### config.mk
export PLATFORM = sky130hd
export DESIGN_NAME = biquad8_zero_coeff_loader
export DESIGN_NICKNAME = d
export VERILOG_FILES = /design/src/rtl/biquad8_zero_coeff_loader.sv
export SDC_FILE = /design/constraint.sdc
export NUM_CORES = 1
export LEC_CHECK = 0
export CAP_MARGIN = 10
export CORE_ASPECT_RATIO = 1.5
export CORE_MARGIN = 8
export CORE_UTILIZATION = 51
export CTS_BUF_LIST = sky130_fd_sc_hd__clkbuf_4 sky130_fd_sc_hd__clkbuf_8 sky130_fd_sc_hd__clkbuf_16
export CTS_CLUSTER_SIZE = 20
export DETAILED_ROUTE_END_ITERATION = 16
export GPL_TIMING_DRIVEN = 1
export PLACE_DENSITY = 0.86
export SETUP_SLACK_MARGIN = 0.02
export SKIP_LAST_GASP = 1
export SLEW_MARGIN = 40
export SYNTH_ARGS = -nofsm -noshare
export SYNTH_HDL_FRONTEND = slang
export SYNTH_SLANG_ARGS = --single-unit
### constraint.sdc
create_clock -name clk -period 2 [get_ports clk]
set_input_delay 0.4 -clock clk [delete_from_list [all_inputs] [get_ports clk]]
set_output_delay 0.4 -clock clk [all_outputs]
set_load 0.005 [all_outputs]
### src/rtl/biquad8_zero_coeff_loader.sv
// rtl/biquad8_zero_coeff_loader.sv - shadow-register coefficient sequencer for the biquad zero FIR stage
// Optional readback of applied coefficients: define BIQUAD_ZERO_COEFF_READBACK_EN.
module biquad8_zero_coeff_loader #(
    parameter int                    COEFF_BITS = 18,
    parameter int                    WR_SPACING = 1,
    parameter logic [COEFF_BITS-1:0] DEFAULT_B  = '0,
    parameter logic [COEFF_BITS-1:0] DEFAULT_A  = '0,
    parameter bit                    AUTOLOAD   = 1'b0
) (
    input  logic                  clk,
    input  logic                  rst_n,
    input  logic                  wr_i,
    input  logic [1:0]            addr_i,
    input  logic [COEFF_BITS-1:0] dat_i,
    output logic                  busy_o,
    output logic                  done_o,
    output logic [COEFF_BITS-1:0] coeff_dat_o,
    output logic                  coeff_wr_o,
    output logic                  coeff_update_o
`ifdef BIQUAD_ZERO_COEFF_READBACK_EN
    ,
    output logic [2*COEFF_BITS-1:0] rd_dat_o
`endif
);

    typedef enum logic [2:0] {
        IDLE = 3'd0,
        WR_B = 3'd1,
        GAP1 = 3'd2,
        WR_A = 3'd3,
        GAP2 = 3'd4,
        UPD  = 3'd5,
        DONE = 3'd6
    } state_t;

    localparam logic [3:0] GAP_LOAD = 4'(WR_SPACING - 1);
    localparam bit         HAS_GAP  = (WR_SPACING > 1);

    state_t                  state_q, state_d;
    logic [3:0]              cnt_q, cnt_d;
    logic                    pending_q, pending_d;
    logic [COEFF_BITS-1:0]   b_sh_q, b_sh_d, a_sh_q, a_sh_d;
    logic [COEFF_BITS-1:0]   b_lat_q, b_lat_d, a_lat_q, a_lat_d;
    logic                    busy_q, busy_d;
    logic                    done_q, done_d;
    logic                    coeff_wr_q, coeff_wr_d;
    logic                    coeff_update_q, coeff_update_d;
    logic [COEFF_BITS-1:0]   coeff_dat_q, coeff_dat_d;
    logic                    commit;
    logic                    start;
`ifdef BIQUAD_ZERO_COEFF_READBACK_EN
    logic [COEFF_BITS-1:0]   b_act_q, b_act_d, a_act_q, a_act_d;
`endif

    always_comb begin
        state_d   = state_q;
        cnt_d     = cnt_q;
        pending_d = pending_q;
        b_sh_d    = b_sh_q;
        a_sh_d    = a_sh_q;
        b_lat_d   = b_lat_q;
        a_lat_d   = a_lat_q;
        start     = 1'b0;
        commit    = wr_i && (addr_i == 2'd2);

        if (wr_i && (addr_i == 2'd0)) b_sh_d = dat_i;
        if (wr_i && (addr_i == 2'd1)) a_sh_d = dat_i;

        case (state_q)
            IDLE: if (commit || pending_q) start = 1'b1;
            WR_B: begin
                if (HAS_GAP) begin
                    state_d = GAP1;
                    cnt_d   = GAP_LOAD;
                end else begin
                    state_d = WR_A;
                end
            end
            GAP1: begin
                cnt_d = cnt_q - 4'd1;
                if (cnt_q == 4'd1) state_d = WR_A;
            end
            WR_A: begin
                if (HAS_GAP) begin
                    state_d = GAP2;
                    cnt_d   = GAP_LOAD;
                end else begin
                    state_d = UPD;
                end
            end
            GAP2: begin
                cnt_d = cnt_q - 4'd1;
                if (cnt_q == 4'd1) state_d = UPD;
            end
            UPD:  state_d = DONE;
            DONE: begin
                if (commit || pending_q) start = 1'b1;
                else                     state_d = IDLE;
            end
            default: state_d = IDLE;
        endcase

        // A fresh latch per sequence keeps mid-sequence shadow writes out of the FIR.
        if (start) begin
            state_d   = WR_B;
            b_lat_d   = b_sh_q;
            a_lat_d   = a_sh_q;
            pending_d = 1'b0;
        end else if (commit) begin
            pending_d = 1'b1;
        end

        busy_d         = (state_d != IDLE);
        done_d         = (state_d == DONE);
        coeff_update_d = (state_d == UPD);
        coeff_wr_d     = (state_d == WR_B) || (state_d == WR_A);
        coeff_dat_d    = '0;
        if (state_d == WR_B) coeff_dat_d = b_lat_d;
        if (state_d == WR_A) coeff_dat_d = a_lat_d;

`ifdef BIQUAD_ZERO_COEFF_READBACK_EN
        b_act_d = b_act_q;
        a_act_d = a_act_q;
        if (state_q == UPD) begin
            b_act_d = b_lat_q;
            a_act_d = a_lat_q;
        end
`endif
    end

    always_ff @(posedge clk or negedge rst_n) begin
        if (!rst_n) begin
            state_q        <= IDLE;
            cnt_q          <= '0;
            pending_q      <= AUTOLOAD;
            b_sh_q         <= DEFAULT_B;
            a_sh_q         <= DEFAULT_A;
            b_lat_q        <= '0;
            a_lat_q        <= '0;
            busy_q         <= 1'b0;
            done_q         <= 1'b0;
            coeff_wr_q     <= 1'b0;
            coeff_update_q <= 1'b0;
            coeff_dat_q    <= '0;
`ifdef BIQUAD_ZERO_COEFF_READBACK_EN
            b_act_q        <= '0;
            a_act_q        <= '0;
`endif
        end else begin
            state_q        <= state_d;
            cnt_q          <= cnt_d;
            pending_q      <= pending_d;
            b_sh_q         <= b_sh_d;
            a_sh_q         <= a_sh_d;
            b_lat_q        <= b_lat_d;
            a_lat_q        <= a_lat_d;
            busy_q         <= busy_d;
            done_q         <= done_d;
            coeff_wr_q     <= coeff_wr_d;
            coeff_update_q <= coeff_update_d;
            coeff_dat_q    <= coeff_dat_d;
`ifdef BIQUAD_ZERO_COEFF_READBACK_EN
            b_act_q        <= b_act_d;
            a_act_q        <= a_act_d;
`endif
        end
    end

    assign busy_o         = busy_q;
    assign done_o         = done_q;
    assign coeff_wr_o     = coeff_wr_q;
    assign coeff_update_o = coeff_update_q;
    assign coeff_dat_o    = coeff_dat_q;
`ifdef BIQUAD_ZERO_COEFF_READBACK_EN
    assign rd_dat_o       = {a_act_q, b_act_q};
`endif

endmodule

==> flow_summary.yaml <==
drt:
  via_count: 1853
  vias_per_cell: 5.340
  drc: 0
  detail-route-antenna-nets: 0
  routed_wl_um: 5677
  wl_per_cell_um: 16.36
  firstDrtPassIters: 4
  initialDrtViolationCount: 76
critical_path:
  cpPeakStageDelay_ns: 0.52
  endpoint_kind: "register"
  critPathKind: "reg2reg"
  path_delay_family: "flip-flops"
  slowest_stage: "dfrtp_1"
  path_buf_inv: 1
  cp_data_arrival_time_ns: 2.02
  crit_fanout: 22
  critPathRequiredTime_ns: 2.23
  start_kind: "register"
  crit_path_cell_trace: "xnor2_2 > o211a_2 > buf_12 > mux2_4"
yosys:
  synth_nets: 238
  netlist.area_leader.share: 0.6306
  synth_cell_types: 32
  syn_area_um2: 3333
  yosysMostFrequentCell: "dfrtp_1"
  avgSynthCellArea_um2: 15.65
  yosysTopAreaCell: "dfrtp_1"
  synth-seq-area-share: 0.6306
  synth-edff-count: 0
  synthCells: 213
  yosysWarnings: 0
  synth_flop_cell: "dfrtp_1"
  synthTopCellsByArea: "dfrtp_1 63%, mux2_2 13%, mux2_4 6.8%, a22o_1 4.7%, buf_6 2.0%"
  ys_top_cells_by_count: "84 x dfrtp_1, 39 x mux2_2, 18 x a22o_1, 15 x mux2_4"
  synthArstFlopShare: 1.000
  ys_seq_elements: 84
grt:
  grt_max_degree: 53
  grt_pass1_wl_um: 9618
  first_global_vias: 1991
  antenna_found_initial: 0
  grt_use_total: 0.1343
  globalRouteOverflowTotal: 0
place:
  io_buffers: 44
  dp_hpwl_um: 3881
  gp_congestion: 0.8308
  placed_cell_area_um2: 3916
cells_and_area:
  regArea_um2: 2102
  postLayoutCellArea_um2: 4114
  syn2layout_area_growth_pct: 23.42
  nFillCells: 485
  multi_input_area_um2: 1127
  final_core_util: 0.6432
  drive_gt1_frac: 0.3100
  antenna_cells: 0
  nets: 291
floorplan:
  coreArea_um2: 6396
  floorplan.die_area_um2: 9432
  dieWidth_um: 82.01
  io_pins: 45
  core.rowCount: 36
  die_h_um: 115.0
  initial_core_util: 0.5211
run:
  maxCapViolations: 0
sta:
  period_needed_ns: 1.791
  period_share: 0.8955
  setup_viol: 0
  hold_viol: 0
  tightest_slew_ns: 0.4867
  drv_slew: 0
  fin_hold_ws_ns: 0.4904
  fin_skew_ns: 0.008820
  slew_headroom: 0.6710
  max_freq_mhz: 558.4
  tns_ns: 0
  grt_setup_unrepaired: "no"
clock_network:
  cts_resized: 0
  cts_hold_buf: 1
  cts_made_buffers: 9
  clock_sinks: 84
  clkSlewWorstSetupHoldPaths_ns: 0.08
  cts_tree: "yes"
  ctsRootBufferMaster: "clkbuf_8"
  cts_setup_buffers: 0
  clockBufferDepth: 2
  cts.htree.levels: 3
  clock_latency_ns: 0.35
power:
  powerDensity_nw_per_um2: 1396
  leakage_nw: 1.821
  peakVddDrop_mv: 0.5443
status:
  outcome: "completed"
min_path:
  hold_class: "reg2reg"
-- report_power, final --
part / internal [mW] / switching, mW
logic: 1.26 / 0.716
clock network: 0.518 / 0.587
registers: 2.32 / 0.339
-- cell families after synthesis --
logic type                 after synthesis  share of synthesized area
buffers and inverters                   15                    0.03266
and+or+nand+nor                         23                    0.04092
xor gates and xnor gates                 5                    0.01539
muxes                                   55                     0.2023
DFF                                     84                     0.6306
adders and majority gates                2                   0.007506
AOI/OAI and AO/OA                       29                    0.07057
-- flip-flops by register name (all words and copies together) (netlist names) --
| signal | cells |
|---|---|
| busy_o | 1 |
| coeff_dat_o | 18 |
| pending_q | 1 |
| state_q | 3 |
| b_sh_q | 18 |
| a_sh_q | 18 |
| done_o | 1 |
| cnt_q | 4 |
| coeff_update_o | 1 |
| coeff_wr_o | 1 |
| a_lat_q | 18 |
-- path summary, 6_finish.rpt --
kind,startpoint,to,slack [ns],cells past startpoint
setup / recovery,state_q[2],a_lat_q[11],0.21,4
hold / removal,a_lat_q[0],coeff_dat_o[0],0.49,1
hold reg to reg,a_lat_q[0],coeff_dat_o[0],0.49,1
setup reg to reg,state_q[2],a_lat_q[11],0.21,4
min in group asynchronous,rst_n,b_sh_q[9],0.54,2
max in group asynchronous,rst_n,a_sh_q[8],0.86,3
-- final cells by class --
type,instances,share of cell area
inverter,3,0.002737
sequential,84,0.5109
tap,76,0.02311
multi-input combinational,114,0.2740
clock inverter,5,0.008820
timing repair buffer,54,0.1436
clock buffer,11,0.03680
-- worst reg2reg max path: stages (launching register included) --
cell     delay [ns]
dfrtp_1        0.52
xnor2_2        0.29
o211a_2        0.33
buf_12         0.21
mux2_4         0.32
-- placed cells by master, fill, tap and decap left out, types with 4 or more instances in the layout --
cell and instances:
dfrtp_1 84, clkdlybuf4s50_1 43, clkbuf_8 11, nand2_1 4, mux2_2 39, buf_4 4
mux2_4 15, a22o_1 18, buf_12 6
-- layer usage --
metal	wire [um]	global-route usage	part of all wire	vias up
met2	2845	0.2008	0.50	34
met3	301	0.04147	0.053	8
met5	0	0	0	-
met4	123	0.06941	0.022	0
met1	2406	0.1697	0.42	953
li1	-	-	-	858
-- per-stage QoR --
| stage | cells | setup slack, ns | power, mW |
|---|---|---|---|
| 3_3_place_gp | 330 | -0.01590 | 4.634 |
| 6_report | 347 | 0.2090 | 5.743 |
| 4_1_cts | 347 | 0.1992 | 5.824 |
| 3_5_place_dp | 330 | -0.04837 | 4.714 |
| 5_1_grt | 347 | 0.1428 | 6.106 |
| 2_1_floorplan | 213 | 0.4378 | 3.879 |
Note: power is estimated with default switching activity, not from simulation.
